`src/rtl/nn_pkg.sv`:
```
// nn_pkg: shared constants and types for the MNIST classifier datapath.
//   N_CLASSES - number of output-layer scores
//   SCORE_W   - score width, signed Q8.8
//   score_t   - signed score type
//   class_t   - 4-bit class index type
//   state_e   - argmax_unit FSM states
package nn_pkg;

  localparam int unsigned N_CLASSES = 10;
  localparam int unsigned SCORE_W   = 16;
  localparam int unsigned CLASS_W   = 4;

  typedef logic signed [SCORE_W-1:0] score_t;
  typedef logic [CLASS_W-1:0]        class_t;

  typedef enum logic [1:0] {
    StIdle,
    StScan,
    StDrain
  } state_e;

endpackage

```
`src/rtl/argmax_unit.sv`:
```
// argmax_unit: scans N_CLASSES signed scores from a 1-cycle registered read port and
// reports the index and value of the largest one (lowest index wins on ties).
// Ports:
//   Clk          - system clock
//   Reset        - asynchronous active-high reset
//   Start        - request a scan, honoured only when idle
//   Score_Addr   - score index requested from the source
//   Score_Data   - source data for the previous cycle's Score_Addr
//   Busy         - scan in progress
//   Done         - one-cycle pulse when results update
//   Valid        - at least one scan completed since reset
//   Class        - index of the maximum score
//   Max_Score    - value of the maximum score
//   Class_Onehot - one-hot decode of Class (all zero until Valid)
module argmax_unit #(
  parameter int unsigned N_CLASSES = nn_pkg::N_CLASSES,
  parameter int unsigned SCORE_W   = nn_pkg::SCORE_W,
  localparam int unsigned AW       = $clog2(N_CLASSES)
) (
  input  logic                      Clk,
  input  logic                      Reset,
  input  logic                      Start,
  output logic [AW-1:0]             Score_Addr,
  input  logic signed [SCORE_W-1:0] Score_Data,
  output logic                      Busy,
  output logic                      Done,
  output logic                      Valid,
  output nn_pkg::class_t            Class,
  output logic [SCORE_W-1:0]        Max_Score,
  output logic [N_CLASSES-1:0]      Class_Onehot
);

  import nn_pkg::*;

  localparam logic [AW-1:0] LastIdx = AW'(N_CLASSES - 1);

  state_e                    r_state, w_state_next;
  logic [AW-1:0]             r_cnt, w_cnt_next;

  // Read pipeline tag: the address issued last cycle and whether it was a real read.
  logic                      r_rd_vld;
  class_t                    r_rd_idx;

  logic signed [SCORE_W-1:0] r_run_max, w_run_max;
  class_t                    r_run_idx, w_run_idx;
  logic                      w_take;

  logic                      r_done;
  logic                      r_valid;
  class_t                    r_class;
  logic signed [SCORE_W-1:0] r_max;

  // FSM state register
  always_ff @(posedge Clk or posedge Reset) begin
    if (Reset) begin
      r_state <= StIdle;
      r_cnt   <= '0;
    end else begin
      r_state <= w_state_next;
      r_cnt   <= w_cnt_next;
    end
  end

  // FSM next state, address counter and status outputs
  always_comb begin
    w_state_next = r_state;
    w_cnt_next   = r_cnt;
    Score_Addr   = '0;
    Busy         = 1'b1;
    unique case (r_state)
      StIdle: begin
        Busy = 1'b0;
        if (Start) begin
          w_state_next = StScan;
          w_cnt_next   = '0;
        end
      end
      StScan: begin
        Score_Addr = r_cnt;
        if (r_cnt == LastIdx) begin
          w_state_next = StDrain;
        end else begin
          w_cnt_next = r_cnt + AW'(1);
        end
      end
      StDrain: begin
        w_state_next = StIdle;
      end
      default: begin
        w_state_next = StIdle;
      end
    endcase
  end

  // Index 0 loads unconditionally so no sentinel is needed; strict '>' keeps the
  // lowest index on ties.
  always_comb begin
    w_take    = r_rd_vld && ((r_rd_idx == '0) || (Score_Data > r_run_max));
    w_run_max = w_take ? Score_Data : r_run_max;
    w_run_idx = w_take ? r_rd_idx : r_run_idx;
  end

  // Datapath: read tag pipeline, running max, committed results
  always_ff @(posedge Clk or posedge Reset) begin
    if (Reset) begin
      r_rd_vld  <= 1'b0;
      r_rd_idx  <= '0;
      r_run_max <= '0;
      r_run_idx <= '0;
      r_done    <= 1'b0;
      r_valid   <= 1'b0;
      r_class   <= '0;
      r_max     <= '0;
    end else begin
      r_rd_vld  <= (r_state == StScan);
      r_rd_idx  <= class_t'(r_cnt);
      r_run_max <= w_run_max;
      r_run_idx <= w_run_idx;
      r_done    <= (r_state == StDrain);
      // The last score arrives during DRAIN, so commit the bypassed running result.
      if (r_state == StDrain) begin
        r_valid <= 1'b1;
        r_class <= w_run_idx;
        r_max   <= w_run_max;
      end
    end
  end

  assign Done      = r_done;
  assign Valid     = r_valid;
  assign Class     = r_class;
  assign Max_Score = r_max;

  // Gated by Valid so the LEDs stay dark after reset instead of showing class 0.
  assign Class_Onehot = r_valid ? (N_CLASSES'(1) << r_class) : '0;

endmodule

```
`config.mk`:
```
export PLATFORM = sky130hd
export DESIGN_NAME = argmax_unit
export DESIGN_NICKNAME = d
export VERILOG_FILES = /design/src/rtl/nn_pkg.sv /design/src/rtl/argmax_unit.sv
export SDC_FILE = /design/constraint.sdc
export NUM_CORES = 1
export LEC_CHECK = 0
export CAP_MARGIN = 25
export CORE_MARGIN = 2
export CORE_UTILIZATION = 29
export CTS_CLUSTER_SIZE = 12
export DETAILED_ROUTE_END_ITERATION = 16
export GPL_TIMING_DRIVEN = 0
export RECOVER_POWER = 100
export SKIP_CTS_REPAIR_TIMING = 1
export SLEW_MARGIN = 15
export SYNTH_ARGS = -nofsm -noshare
export SYNTH_HDL_FRONTEND = slang
export SYNTH_SLANG_ARGS = --single-unit
```
`constraint.sdc`:
```
create_clock -name Clk -period 1.8 [get_ports Clk]
set_input_delay 0.36 -clock Clk [delete_from_list [all_inputs] [get_ports Clk]]
set_output_delay 0.36 -clock Clk [all_outputs]
set_load 0.01 [all_outputs]
```
==> results.sh <==
export IMPL_synth_top_area_share_pct=51.2
export IMPL_insertion_delay_ns=0.30
export IMPL_max_freq_ghz=0.474
export IMPL_cp_end_kind="flop"
export IMPL_synth_main_ff_cell="dfrtp_1"
export IMPL_grt_max_degree=37
export IMPL_synthMuxAreaShare_pct=0
export IMPL_dpl_cell_count=440
export IMPL_grt_setup_unrepaired="true"
export IMPL_totalWireLength_mm=6.86
export IMPL_die_x_um=98.5
export IMPL_synth_async_reset_ratio_pct=100
export IMPL_yosys_area_share_simple_pct=19.7
export IMPL_synth_top_family_by_area="simple AND/OR/NAND/NOR gates"
export IMPL_drc=0
export IMPL_yosys_area_share_adder_pct=8.69
export IMPL_violations="setup timing"
export IMPL_die_y_um=98.5
export IMPL_layout_common_cells="dfrtp_1, nor2_1, nand2_1, dlygate4sd3_1"
export IMPL_ys_warn_count=0
export IMPL_yosysTopAreaCell="dfrtp_1"
export IMPL_gp_congestion=0.790
export IMPL_fin_util_pct=45.8
export IMPL_grt_overflow=0
export IMPL_hold_path_startpoint="Score_Data[10]"
export IMPL_rows=34
export IMPL_hp_class="in -> reg"
export IMPL_reg2reg_from="r_run_max[15]$_DFF_PP0_"
export IMPL_path_clk_slew_ns=0.09
export IMPL_synth_area_mm2=0.00259
export IMPL_min_period_over_period_pct=117
export IMPL_min_period_ns=2.11
export IMPL_wl_per_cell_um=14.8
export IMPL_cts_root_buf="clkbuf_8"
export IMPL_finClkSkew_ns=0.00428
export IMPL_first_pass_iters=4
export IMPL_first_global_vias=2089
export IMPL_start_kind="flop"
export IMPL_cp_startpoint="r_run_max[15]$_DFF_PP0_"
export IMPL_cap_violations=0
export IMPL_ys_types=33
export IMPL_synth_edff_count=0
export IMPL_maxSlewHeadroom_pct=55.2
export IMPL_final_common_cell="dfrtp_1"
export IMPL_whs_path_depth=3
export IMPL_fin_nets=392
export IMPL_cts_tree="yes"
export IMPL_ys_seq_area_share_pct=51.2
export IMPL_htree_num_levels=2
export IMPL_dieArea_mm2=0.00971
export IMPL_syn2layout_area_growth_pct=53.5
export IMPL_synth_area_top_cells="dfrtp_1, ha_1, nor2_1, a31oi_1, nand3_1"
export IMPL_drive_gt1_share_pct=31.0
export IMPL_synthCells=276
export IMPL_setup_slack_ns=-0.312
export IMPL_grt_total_usage_pct=13.1
export IMPL_antenna_found_initial=0
export IMPL_start_util_pct=29.9
export IMPL_slew_violations=0
export IMPL_reg2regPathDepth=9
export IMPL_p_leak_nw=1.85
export IMPL_routed_via_density=4.81
export IMPL_arrival_ns=2.33
export IMPL_diodes=0
export IMPL_coreArea_mm2=0.00868
export IMPL_ant_nets=0
export IMPL_ios=56
export IMPL_drt_iter0_drc=129
export IMPL_critPathMaxFanout=5
export IMPL_clock_sinks=53
export IMPL_num_vias=2225
export IMPL_p_per_area_mw_per_mm2=1720
export IMPL_syn_area_per_cell_um2=9.39
export IMPL_ys_ff_latch=53
export IMPL_syn_num_nets=313
export IMPL_crit_required_ns=2.02
export IMPL_ctsLongestPathBuffers=2
export IMPL_numCtsBuffers=5
export IMPL_tightest_slew_ns=0.671
export IMPL_port_buffers=55
export IMPL_finalSetupViolations=40
export IMPL_synth_compound_area_share_pct=13.8
export IMPL_hpwl_mm=4.66
export IMPL_layout_cells_non_filler=463
export IMPL_grt_pass1_wl_mm=10.2
export IMPL_critical_path_class="reg -> reg"
export IMPL_peakVddDrop_mv=0.692
export IMPL_hold_viol=0
export IMPL_outcome="finished, violations left"
export IMPL_synthXorXnorAreaFrac_pct=0.676
state kept, by name, indices dropped and copies added, names as in the netlist:
register   flops
Class          4
Max_Score     16
r_run_idx      4
Done           1
r_rd_vld       1
r_state        2
r_cnt          4
Valid          1
r_run_max     16
r_rd_idx       4
worst max-delay path, cell delays in order (launching register included):
cell and delay (ns):
dfrtp_1 0.43, inv_1 0.11, ha_4 0.22, nand2_2 0.08
o41ai_2 0.07, a311o_2 0.40, o21ai_4 0.27, buf_6 0.20
o21ai_4 0.06, a31oi_1 0.19
worst paths after layout:
check | to | slack (ns)
max in group asynchronous | Class[1]$_DFFE_PP0P_ | 0.19
min in group asynchronous | Max_Score[0]$_DFFE_PP0P_ | 0.58
setup / recovery | Max_Score[12]$_DFFE_PP0P_ | -0.31
setup reg to reg | Max_Score[12]$_DFFE_PP0P_ | -0.31
hold reg to reg | r_rd_idx[1]$_DFF_PP0_ | 0.41
hold / removal | r_run_max[10]$_DFF_PP0_ | 0.35
kinds of logic after synthesis:
logic type / count (synthesis)
and+or+nand+nor: 108
xor gates and xnor gates: 2
AOI/OAI and AO/OA: 59
buffers and inverters: 36
adders and majority gates: 18
DFF: 53
cells in the mapped netlist, types with 3 or more instances:
cell type	number
buf_2	3
nand2_1	27
nand2b_1	4
a21oi_1	6
dfrtp_1	53
ha_1	18
a31oi_1	20
nor3_1	4
o21ai_1	13
inv_1	23
clkbuf_1	7
nand3b_1	5
nor2_1	35
o21ai_0	12
nand3_1	22
routing by layer:
metal  share of wire (%)  track usage, %  routed length, um  vias up
met5                   0               0                  0        -
met4                 1.1            4.64                 74        0
met3                 5.4            2.84                369        6
met2                  47            19.9               3220       58
met1                  46            18.4               3190     1056
li1                    -               -                  -     1105
metrics by stage:
step | power (mW) | setup WS (ns) | area [um2] | setup TNS (ns) | hold slack [ns]
4_1_cts | 5.94 | -0.542 | 3570 | -19.81 | 0.365
5_1_grt | 7.39 | -0.412 | 3980 | -13.71 | 0.364
2_1_floorplan | 4.13 | -0.00986 | 2780 | -0.0719 | 0.378
3_3_place_gp | 5.18 | -0.871 | 3460 | -74.17 | 0.396
3_5_place_dp | 5.24 | -0.771 | 3480 | -28.95 | 0.399
6_report | 6.86 | -0.312 | 3980 | -9.31 | 0.348
final cells by class:
| type | count | area (um2) |
|---|---|---|
| inverter | 23 | 86.3 |
| clock buffer | 7 | 86.3 |
| sequential | 53 | 1330 |
| tap | 108 | 135 |
| timing repair buffer | 72 | 696 |
| fill | 854 | 4700 |
| buffer | 13 | 114 |
| multi-input combinational | 187 | 1530 |
power by group:
group / leakage (nW) / switching (mW) / internal, mW / total (mW)
Sequential: 0.603 / 0.420 / 1.73 / 2.15
Combinational: 1.20 / 2.12 / 1.92 / 4.04
Clock: 0.0443 / 0.368 / 0.306 / 0.674
Total: 1.85 / 2.91 / 3.95 / 6.86
No activity file was read; power rests on OpenSTA's default activity.
==> patch: new RTL, same settings <==
Change the package constant `SCORE_W` from 16 to 32.
--- a/src/rtl/nn_pkg.sv
+++ b/src/rtl/nn_pkg.sv
@@ -7,7 +7,7 @@
 package nn_pkg;
 
   localparam int unsigned N_CLASSES = 10;
-  localparam int unsigned SCORE_W   = 16;
+  localparam int unsigned SCORE_W   = 32;
   localparam int unsigned CLASS_W   = 4;
 
   typedef logic signed [SCORE_W-1:0] score_t;
Ports: changed (resized Max_Score and Score_Data); port bits go from 56 to 88. No check against the original RTL was run, so the function may have changed too.
==> patch against the unedited design <==
- setup slack got worse by 680 ps
- routed wire length rose by 110%
- sequential cell count rose by 32
- critical path type unchanged
- utilization fell by 0.55 points
- synthesized cell count rose by 68%
- the flow still finishes with violations (negative setup slack)
- power rose by 94%
- sequential share of layout area fell by 3.8 points
- combinational power rose by 98%
- largest power group unchanged
- maximum frequency fell by 24%
- global-route usage rose by 2.0 points
- area after synthesis rose by 82%
- critical endpoint is now r_run_max[24]
- clock power rose to 2.6 times the old value
- design area rose by 81%
==> patch: results (changes against the unedited design) <==
* Global-route wire length before repair at 20.9 mm (+100%)
* Post-Place Cell Area at 0.00599 mm2 (+72%)
* Beginning of the worst hold path: Score_Data[29]
* Slowest cell delay on critical path at 430 ps (about the same)
* Final-stage net count at 671 (+71%)
* Main flop type after synthesis: dfrtp_1
* Synthesis Warnings at 0 (unchanged)
* Setup Skew at 6.81 ps (+2.53 ps)
* Worst-path clk slew at 60 ps (-30 ps)
* Setup slack after layout at -996 ps (-684 ps)
* Crit Reg-Reg Startpoint: r_run_max[29]
* Routability cong. at 0.819 (+3.7%)
* Fin Hold WS at 335 ps (-12.2 ps)
* VDD IR max at 0.858 mV (+24%)
* DP Cell Count at 770 (+75%)
* Initial antenna violation count at 2 (+2)
* DRT iter0 DRCs at 191 (+48%)
* Synth top area cells: dfrtp_1 45%, ha_1 9.0%, nand2_1 6.2%, o211ai_1 5.4%, mux2_2 5.0%
* Total wire length at 14.3 mm (+110%)
* Vias in the first global route at 4,036 (+93%)
* Unique cell type count in the Yosys netlist at 42 (+27%)
* DP Wirelength at 9.25 mm (+99%)
* Worst-margin pin slew at 1170 ps (+501 ps)
* WHS Endpoint: r_run_max[29]
* Via density at 5.06 (+5.3%)
* Clock buffer depth at 2 (unchanged)
* Syn nets at 534 (+71%)
* Failing checks: negative setup slack
* Root cell of the clock tree: clkbuf_16
* CP max FO at 7 (+2)
* Hold Path Stages at 2 (-1)
* Status: complete, but fails checks
* Worst setup endpoint: r_run_max[24]
* Share of cells above drive strength 1 at 30.0% (-0.95 points)
* Sequential fraction of the synthesis area at 45.0% (-6.2 points)
* Port bufs at 87 (+58%)
* DR pass1 iterations at 4 (unchanged)
* Worst-skew pair later-pin latency at 350 ps (+50 ps)
* Worst path slowest cell: or3b_4
* Static leakage at 0.00325 uW (+76%)
* Commonest cells post-synth: 85 x dfrtp_1, 78 x nand2_1, 38 x inv_1
* Crit start category: flip-flop
* Final setup TNS at -66,050 ps (-56,740 ps)
* Worst R2R Path Depth at 11 (+2)
* GR Util All Layers at 15.1% (+2.0 points)
* Pre-CTS setup slack at -1590 ps (-822 ps)
* Mapped Cells at 465 (+68%)
* Largest net degree at the start of global routing at 37 (unchanged)
* CTS buffer count at 9 (+4)
* Arrival time at the worst endpoint at 3020 ps (+690 ps)
* Post-synth ARST share at 100% (unchanged)
* HP Class: in -> reg
* Final Setup Violations at 73 (+83%)
* Vias after detailed routing at 4,165 (+87%)
* H-tree depth at 3 (+1)
[patch: changes by cell type after synthesis, sizes merged, moves of 21 or more]
cell / delta
nand2: +51
o211ai: +35
dfrtp: +32
mux2: +32
o311ai: +32
nor2: -21
[patch: worst max-delay path, delay by kind of cell (launching register included)]
kind | cells | cell delay (ps)
simple gates | 4 | 900
buf+inv | 3 | 430
flops | 1 | 370
compound gates | 2 | 320
mux | 1 | 320
fa+ha+maj | 1 | 310
[patch: power breakdown]
group          internal (uW)  leakage (uW)  switching (uW)
Clock                   1040      0.000139             730
Combinational           4040       0.00215            3970
Sequential              2850      0.000968             658
[patch: per-layer routing]
| layer | wire [um] | up-vias | track usage, % |
|---|---|---|---|
| li1 | - | 1965 | - |
| met1 | 6320 | 2094 | 19.2 |
| met2 | 7110 | 87 | 24.3 |
| met3 | 620 | 17 | 4.98 |
| met4 | 198 | 2 | 4.59 |
| met5 | 11 | - | 0 |
[patch: cells by family after synthesis]
family	after synthesis	synth area share [%]
AO/OA/AOI/OAI	102	16.5
XOR/XNOR	2	0.371
adder cells (fa/ha/maj)	34	9.00
buffers and inverters	65	6.28
flip-flops	85	45.0
multiplexers	32	8.26
AND/OR/NAND/NOR	145	14.6
[patch: cell type report]
| class | instances | area [um2] |
|---|---|---|
| Clock inverter | 1 | 5.00 |
| Clock buffer | 14 | 274 |
| Antenna cell | 1 | 2.50 |
| Buffer | 27 | 209 |
| Sequential cell | 85 | 2130 |
| Inverter | 38 | 144 |
| Multi-Input combinational cell | 316 | 2900 |
| Timing Repair Buffer | 125 | 1260 |
| Tap cell | 216 | 270 |
| Fill cell | 1512 | 8690 |
